**config.mk**
```make
export PLATFORM = sky130hd
export DESIGN_NAME = stopwatch_ctrl
export DESIGN_NICKNAME = d
export VERILOG_FILES = /design/src/rtl/stopwatch_ctrl.sv
export SDC_FILE = /design/constraint.sdc
export NUM_CORES = 1
export LEC_CHECK = 0
export CELL_PAD_IN_SITES_DETAIL_PLACEMENT = 1
export CELL_PAD_IN_SITES_GLOBAL_PLACEMENT = 2
export CORE_MARGIN = 5
export CORE_UTILIZATION = 34
export DETAILED_ROUTE_END_ITERATION = 16
export PLACE_DENSITY = 0.77
export SLEW_MARGIN = 20
export SYNTH_ARGS = -nofsm -noshare
export SYNTH_HDL_FRONTEND = slang
export SYNTH_SLANG_ARGS = --single-unit
```
**constraint.sdc**
```tcl
create_clock -name clk -period 1.8 [get_ports clk]
set_clock_uncertainty 0.1 [all_clocks]
set_input_delay 0.18 -clock clk [delete_from_list [all_inputs] [get_ports clk]]
set_output_delay 0.18 -clock clk [all_outputs]
set_load 0.05 [all_outputs]
```
**src/rtl/stopwatch_ctrl.sv**
```systemverilog
// stopwatch_ctrl: start/stop/lap/reset sequencer for the stopwatch counter chain.
// Generates the count square wave, the clear pulse and the display-freeze flag.
module stopwatch_ctrl #(
    parameter int HALF_PERIOD = 250000,
    parameter int CLR_LEN     = 4
) (
    input  logic       clk,
    input  logic       rst,
    input  logic       btn_ss,
    input  logic       btn_lr,
    output logic       tick_o,
    output logic       clr_o,
    output logic       hold_o,
    output logic       run_o,
    output logic [1:0] state_o
);
    localparam int DW = $clog2(HALF_PERIOD);
    localparam int CW = CLR_LEN > 1 ? $clog2(CLR_LEN) : 1;

    typedef enum logic [1:0] {IDLE = 2'b00, RUN = 2'b01, PAUSE = 2'b10, LAP = 2'b11} state_t;

    state_t        state, nxt;
    logic [2:0]    ss_sh, lr_sh;
    logic          ss_e, lr_e, ss, lr, clr_req;
    logic [DW-1:0] div;
    logic [CW-1:0] ccnt;

    assign state_o = state;
    // ss beats lr when both arrive together; nothing acts while a clear is in progress
    assign ss = ss_e & ~clr_o;
    assign lr = lr_e & ~clr_o & ~ss_e;

    always_comb begin
        nxt     = state;
        clr_req = 1'b0;
        case (state)
            IDLE:    begin nxt = ss ? RUN : IDLE;                 clr_req = lr; end
            RUN:     nxt = ss ? PAUSE : lr ? LAP : RUN;
            LAP:     nxt = ss ? PAUSE : lr ? RUN : LAP;
            default: begin nxt = ss ? RUN : lr ? IDLE : PAUSE;    clr_req = lr; end
        endcase
    end

    always_ff @(posedge clk or negedge rst) begin
        if (!rst) begin
            ss_sh  <= '0;
            lr_sh  <= '0;
            ss_e   <= 1'b0;
            lr_e   <= 1'b0;
            state  <= IDLE;
            hold_o <= 1'b0;
            run_o  <= 1'b0;
        end else begin
            ss_sh  <= {ss_sh[1:0], btn_ss};
            lr_sh  <= {lr_sh[1:0], btn_lr};
            ss_e   <= ss_sh[1] & ~ss_sh[2];
            lr_e   <= lr_sh[1] & ~lr_sh[2];
            state  <= nxt;
            hold_o <= nxt == LAP;
            run_o  <= nxt == RUN || nxt == LAP;
        end
    end

    always_ff @(posedge clk or negedge rst) begin
        if (!rst) begin
            clr_o <= 1'b0;
            ccnt  <= '0;
        end else begin
            clr_o <= clr_req | (clr_o & (ccnt != '0));
            ccnt  <= clr_req ? CW'(CLR_LEN - 1) : (ccnt != '0) ? ccnt - 1'b1 : ccnt;
        end
    end

    // a clear zeroes the tick in the same cycle so the counter never sees a stray fall
    always_ff @(posedge clk or negedge rst) begin
        if (!rst) begin
            div    <= '0;
            tick_o <= 1'b0;
        end else if (clr_req || state == IDLE) begin
            div    <= '0;
            tick_o <= 1'b0;
        end else if (state == RUN || state == LAP) begin
            div    <= (div == DW'(HALF_PERIOD - 1)) ? '0 : div + 1'b1;
            tick_o <= tick_o ^ (div == DW'(HALF_PERIOD - 1));
        end
    end
endmodule

```
==> flow_summary.yaml, run 1 <==
run_status:
  outcome: "finished clean"
synthesis:
  ys_ff_latch: 34
  synth.area.top_cells: "dfrtp_1 (50%), nand2_1 (5.5%), o21ai_0 (4.1%), nand3_1 (3.0%), and3_1 (2.6%)"
  yosys.area.top_type_share: 0.503
  synth_cell_types: 45
  synth_area_um2: 1690
  synth_area_per_cell_um2: 9.79
  ys_seq_area_frac: 0.503
  async_flop_share: 1.00
  yosys_warnings: 0
  yosysTopAreaCell: "dfrtp_1"
  yosys-top-cells-count: "dfrtp_1 (34), nand2_1 (25), o21ai_0 (14), nand3_1 (10)"
  mappedNetlistNets: 179
  ys.flop_type: "dfrtp_1"
  synth_edf_count: 0
  postSynthCellCount: 173
  post-synth-top-count-cell: "dfrtp_1"
pwr:
  cellPowerDensity_nw_per_um2: 1300
  leakage_nw: 0.969
  irDropWorstVdd_mv: 0.513
drt:
  dr.pass1.iters: 4
  viasPerCell: 5.39
  routedWlPerCell_um: 16.8
  antenna_left: 0
  post-route-drc-count: 0
  vias: 1456
  drt-total-wl_mm: 4.55
  drt_iter0_markers: 40
worst_setup_path:
  start_kind: "register"
  setup.worst_path.end_class: "register"
  r2r_cells: 5
  cp.arrival_ps: 1800
  path_class: "reg2reg"
  crit_fanout: 4
  cp.required_ps: 1860
global_routing:
  grt_max_degree: 35
  gr-total-overflow: 0
  antenna_found_initial: 0
  grt_pass1_vias: 1569
  grt_use_total: 0.158
  grt_pass1_wl_mm: 7.87
final_layout:
  fin_cells: 270
  syn_to_final_growth_pct: 29.6
  diodes: 0
  n_fill_cell: 557
  final_layout_size_suffix_gt1_frac: 0.246
  post-route-cell-area_um2: 2190
  final_nets: 208
  multi_input_area_um2: 840
  regArea_um2: 852
placement:
  postPlaceCellArea_um2: 1940
  hpwl_mm: 3.01
  pre_cts_slack_ps: -251
  dp.cells: 254
  port_buffers: 9
  gp_congestion: 0.782
timing:
  worstMarginPinSlew_ps: 451
  fin_ws_ps: 63.3
  post-route-min-period_ps: 1740
  relSlewSlack: 0.699
  min_period_over_period: 0.965
  report.final.hold_viol_count: 0
  fin_setup_tns_ps: 0
  fmax_ghz: 0.576
  hold_slack_ps: 180
  drv_slew: 0
  setup_viol: 0
floorplanning:
  rows: 25
  die_x_um: 80.6
  ios: 10
  die_h_um: 80.6
  initial_core_util: 0.354
  die_area_um2: 6490
  coreArea_um2: 4790
cts:
  htree_levels: 2
  cts_buffer_depth: 2
  numCtsBuffers: 5
  clk_pin_slew_ps: 80
  worstSkewPairLatency_ps: 300
  cts_root_buf: "clkbuf_8"
  clkSinkCount: 34
  cts_tree: "yes"
min_path:
  hp-class: "in2async"
run:
  drv_cap: 0
==> timing repair <==
item / in CTS / in global routing
hold buffers: 0 / 0
buffers inserted: 0 / 8
pin swaps: 1 / 4
resized for setup: 4 / 10
setup endpoints to repair: 19 / 15
==> placed cells by master (no fill, tap or decap), types with 5 or more instances in the layout <==
master,netlist,final
dfrtp_1,34,33
buf_4,0,26
nand2_1,25,24
o21ai_0,14,14
nand3_1,10,10
inv_1,6,6
clkbuf_8,0,6
nor2_1,5,5
and3_1,7,5
==> worst paths after layout <==
check | endpoint | start | slack (ps)
hold / removal | div[10] | rst | 180
max in group asynchronous | clr_o | rst | 1070
min in group clk | lr_sh[0] | btn_lr | 230
setup / recovery | div[12] | div[0] | 60
hold reg to reg | lr_sh[1] | lr_sh[0] | 250
setup reg to reg | div[12] | div[0] | 60
==> cell type report <==
cell class	count	share of cell area
Inverter	6	0.0103
Clock inverter	1	0.0137
Multi-Input combinational cell	123	0.383
Tap cell	67	0.0382
Clock buffer	7	0.0393
Timing Repair Buffer	32	0.128
Sequential cell	34	0.388
==> logic make-up after synthesis <==
kind of cell             share of synthesized area
buffers and inverters                       0.0377
flip-flops                                   0.503
multiplexers                               0.00591
AO/OA/AOI/OAI                                0.141
AND/OR/NAND/NOR                              0.282
XOR/XNOR                                    0.0155
adder cells (fa/ha/maj)                     0.0148
==> routing by layer <==
layer / global-route usage / vias up / share of wire
li1: - / 691 / -
met1: 0.208 / 749 / 0.47
met3: 0.0381 / 7 / 0.020
met5: 0 / - / 0
met2: 0.252 / 9 / 0.50
met4: 0.0541 / 0 / 0.014
==> state kept, by name (all words and copies together) (netlist names) <==
register	flops
ccnt	2
clr_o	1
div	18
hold_o	1
lr_e	1
lr_sh	3
run_o	1
ss_e	1
ss_sh	3
state_o	2
tick_o	1
==> where the power goes <==
group	total, mW	internal, mW	switching [mW]	leakage (nW)
registers	0.982	0.889	0.0933	0.442
logic	1.12	0.450	0.668	0.468
clock network	0.746	0.452	0.294	0.0585
==> metrics by stage <==
| step | util | power, mW |
|---|---|---|
| final | 0.459 | 2.85 |
| after CTS | 0.434 | 2.73 |
| after global placement | 0.405 | 1.91 |
| after detailed placement | 0.405 | 1.95 |
| after floorplan | - | 1.53 |
| after global routing | 0.459 | 3.02 |
==> worst max-delay path, stage by stage, from the launching register on <==
cell       delay, ps
dfrtp_1          420
ha_4             190
nand3_4          100
or4_4            570
o2111ai_2        110
o311ai_1         120
No activity file was read; power rests on OpenSTA's default activity.
==> run 2: changes to the inputs <==
MAX_ROUTING_LAYER = met4   (was default)
TNS_END_PERCENT = 10   (was default)
==> flow_summary.yaml, run 2 (synthesis results as in run 1) <==
final_layout:
  reg_top3: "div (18), lr_sh (3), ss_sh (3)"
  post-route-cell-area_um2: 2160
  top_register: "div"
  largest_reg_flops: 18
  final_cell_mix: "dfrtp_1 (33), nand2_1 (24), buf_4 (22), o21ai_0 (14), nand3_1 (10)"
  syn_to_final_growth_pct: 27.4
  final_layout_size_suffix_gt1_frac: 0.221
  final_nets: 204
  final_common_cell: "dfrtp_1"
  diodes: 0
timing:
  report.final.hold_viol_count: 0
  relSlewSlack: 0.701
  min_period_over_period: 0.960
  rsz0062_at_grt: "true"
  fin_setup_tns_ps: 0
  fmax_ghz: 0.579
  setup_viol: 0
  drv_slew: 0
  worstMarginPinSlew_ps: 448
  post-route-min-period_ps: 1730
  hold_slack_ps: 180
worst_setup_path:
  r2r-start: "div[1]"
  path_buf_inv: 0
  crit_path_end: "tick_o"
  path_class: "reg2reg"
  cp.arrival_ps: 1860
  crit_fanout: 7
  cp.depth: 5
  rrSetupSlack_ps: 70
  crit_family: "simple AND/OR/NAND/NOR gates"
  reg2reg_to: "tick_o"
  cp_cell_sequence: "ha_4, and3_4, nand4_4, or4_1, nand3_1"
  start_kind: "register"
  setup.worst_path.end_class: "register"
  startpoint: "div[1]"
  cp.required_ps: 1930
  slowest_delay_ps: 510
  cpMaxStageDelayCell: "or4_1"
  r2r_cells: 5
placement:
  postPlaceCellArea_um2: 1940
  port_buffers: 9
  hpwl_mm: 3.01
  gp_congestion: 0.792
min_path:
  hp-class: "in2async"
global_routing:
  grt_pass1_wl_mm: 7.87
  antenna_found_initial: 0
  grt_use_total: 0.162
  gr-total-overflow: 0
  grt_max_degree: 35
  grt_pass1_vias: 1572
cts:
  htree_levels: 2
  clk_pin_slew_ps: 80
  worstSkewPairLatency_ps: 300
  cts_root_buf: "clkbuf_8"
  clkSinkCount: 34
  numCtsBuffers: 5
  cts_buffer_depth: 2
  cts_tree: "yes"
  hold_buffers: 0
drt:
  viasPerCell: 5.41
  routedWlPerCell_um: 16.5
  antenna_left: 0
  drt-total-wl_mm: 4.40
  drt_iter0_markers: 52
  vias: 1440
  dr.pass1.iters: 4
  post-route-drc-count: 0
floorplanning:
  initial_core_util: 0.354
  ios: 10
  die_area_um2: 6490
  die_h_um: 80.6
  coreArea_um2: 4790
  die_x_um: 80.6
  rows: 25
pwr:
  total_power_mw: 2.81
  leakage_nw: 0.950
  swShare: 0.371
  p_int_mw: 1.77
  cellPowerDensity_nw_per_um2: 1300
  p_comb_frac: 0.384
  irDropWorstVdd_mv: 0.513
  seqPwrFrac: 0.352
  p_clk_frac: 0.264
  switchingPower_mw: 1.04
run:
  drv_cap: 0
run_status:
  outcome: "finished clean"
run 2: cell types whose count changed in the layout (fill, tap and decap cells not counted), sizes merged:
cell	before	now
buf	29	25
run 2: final cells by class:
class	instances	area (um^2)
fill	563	2630
clock inverter	1	30.0
sequential	34	852
inverter	6	22.5
timing repair buffer	28	250
multi-input combinational	123	832
tap	67	83.8
clock buffer	7	86.3
run 2: worst min path at each step:
stage	end	depth (start not counted)	slack (ps)	start
global placement	ss_sh[1]	0	230	ss_sh[0]
detailed placement	lr_sh[1]	0	240	lr_sh[0]
floorplan	ccnt[0]	0	-220	rst
CTS	div[10]	2	200	rst
global route	div[10]	2	220	rst
finish	div[10]	2	180	rst
run 2: repair_timing:
| action | 4_1_cts | 5_1_grt |
|---|---|---|
| setup buffers | 0 | 4 |
| setup endpoints to repair | 19 | 15 |
| pin swaps | 1 | 2 |
| gates resized for setup | 4 | 8 |
run 2: power groups by stage:
stage / logic [mW] / clock network (mW) / registers [mW]
final: 1.08 / 0.742 / 0.990
after global placement: 0.935 / 0 / 0.973
after floorplan: 0.359 / 0 / 1.18
after detailed placement: 0.967 / 0 / 0.982
after CTS: 0.990 / 0.760 / 0.982
after global routing: 1.19 / 0.798 / 1.00
run 2: metrics by stage:
stage	utilization	instances	worst slack, ps
3_3_place_gp	0.405	254	-128
3_5_place_dp	0.405	254	-251
2_1_floorplan	-	173	5.70
6_report	0.451	266	72.8
4_1_cts	0.434	262	0.118
5_1_grt	0.451	266	-14.1
run 2: metal layers:
metal	share of wire	global-route usage	wire length [um]	up-vias
li1	-	-	-	686
met1	0.47	0.205	2070	729
met2	0.48	0.253	2130	17
met3	0.028	0.0415	121	8
met4	0.018	0.0541	80	0
met5	0	-	0	-
==> run 3: changes to the inputs <==
CORE_ASPECT_RATIO = 1.25   (was default)
==> flow_summary.yaml, run 3 (synthesis results as in run 1) <==
worst_setup_path:
  reg2reg_to: "div[16]"
  cp.required_ps: 1900
  r2r-start: "div[0]"
  setup.worst_path.end_class: "register"
  startpoint: "div[0]"
  r2r_cells: 6
  cp.arrival_ps: 1820
  crit_fanout: 5
  start_kind: "register"
  path_class: "reg2reg"
  rrSetupSlack_ps: 80
final_layout:
  final_util: 0.452
  reg_top3: "div (18), lr_sh (3), ss_sh (3)"
  post-route-cell-area_um2: 2170
  largest_reg_flops: 18
  top_register: "div"
  final_nets: 205
  syn_to_final_growth_pct: 28.1
  multi_input_area_um2: 830
  regArea_um2: 852
  n_fill_cell: 541
  final_common_cell: "dfrtp_1"
  final_layout_size_suffix_gt1_frac: 0.215
  diodes: 0
  fin_cells: 260
  final_cell_mix: "dfrtp_1 (33), nand2_1 (24), buf_4 (21), o21ai_0 (14), nand3_1 (10)"
cts:
  cts_tree: "yes"
  clk_pin_slew_ps: 80
  cts_root_buf: "clkbuf_8"
  numCtsBuffers: 5
  htree_levels: 2
  worstSkewPairLatency_ps: 290
  cts_buffer_depth: 2
  hold_buffers: 0
  clkSinkCount: 34
drt:
  post-route-drc-count: 0
  antenna_left: 0
  drt-total-wl_mm: 4.46
  dr.pass1.iters: 4
  vias: 1459
  drt_iter0_markers: 48
  viasPerCell: 5.61
  routedWlPerCell_um: 17.1
floorplanning:
  ios: 10
  die_h_um: 88.9
  die_x_um: 73.1
  initial_core_util: 0.353
  rows: 28
  die_area_um2: 6500
  coreArea_um2: 4800
run_status:
  outcome: "finished clean"
timing:
  drv_slew: 0
  min_period_over_period: 0.955
  relSlewSlack: 0.494
  rsz0062_at_grt: "false"
  report.final.hold_viol_count: 0
  post-route-min-period_ps: 1720
  worstMarginPinSlew_ps: 756
  setup_viol: 0
  fmax_ghz: 0.582
min_path:
  hp-class: "in2async"
placement:
  port_buffers: 9
  gp_congestion: 0.763
  dp.cells: 250
  postPlaceCellArea_um2: 1960
  hpwl_mm: 3.13
global_routing:
  gr-total-overflow: 0
  grt_pass1_vias: 1562
  antenna_found_initial: 0
  grt_use_total: 0.158
  grt_pass1_wl_mm: 7.67
  grt_max_degree: 35
run:
  drv_cap: 0
pwr:
  leakage_nw: 0.959
  irDropWorstVdd_mv: 0.479
  cellPowerDensity_nw_per_um2: 1330
run 3: worst max-delay path, stage by stage (launching register included):
cell and delay [ps]:
dfrtp_1 410, ha_4 190, nand3_4 100, buf_4 160, nand4bb_1 250, o2bb2a_1 340, o21ai_0 90
run 3: layer usage:
| layer | part of all wire | track usage | vias up |
|---|---|---|---|
| met1 | 0.42 | 0.176 | 742 |
| met3 | 0.036 | 0.0360 | 9 |
| met2 | 0.52 | 0.277 | 23 |
| li1 | - | - | 685 |
| met5 | 0 | - | - |
| met4 | 0.018 | 0.0503 | 0 |
run 3: where the power goes:
part | internal (mW) | switching [mW]
clock | 0.555 | 0.303
sequential | 0.889 | 0.0974
combinational | 0.394 | 0.640
total | 1.84 | 1.04
run 3: worst max-delay path by stage:
stage,to
after floorplan,div[14]
after CTS,div[12]
final,div[16]
after global routing,div[17]
after global placement,div[17]
after detailed placement,div[16]
run 3: stage by stage:
| step | power (mW) | worst slack [ps] | TNS (ps) | hold slack, ps |
|---|---|---|---|---|
| after global routing | 3.05 | 1.00 | 0 | 212 |
| after floorplan | 1.53 | 5.70 | 0 | -216 |
| after CTS | 2.87 | 27.8 | 0 | 219 |
| after global placement | 1.92 | -142 | -520 | 232 |
| after detailed placement | 1.97 | -264 | -2380 | 236 |
| final | 2.88 | 81.7 | 0 | 198 |
run 3: final cells by class:
| cell class | instances | share of cell area |
|---|---|---|
| flip-flops and latches | 34 | 0.393 |
| multi-input cells | 123 | 0.383 |
| well taps | 60 | 0.0346 |
| clock buffers | 5 | 0.0317 |
| repair buffers | 29 | 0.116 |
| clock inverters | 3 | 0.0317 |
| inverters | 6 | 0.0104 |
run 3: what timing repair did:
action                                  4_1_cts  5_1_grt
endpoints found under the setup margin       20       10
setup buffers                                 0        2
resized for setup                             6        7
pin swaps                                     1        3
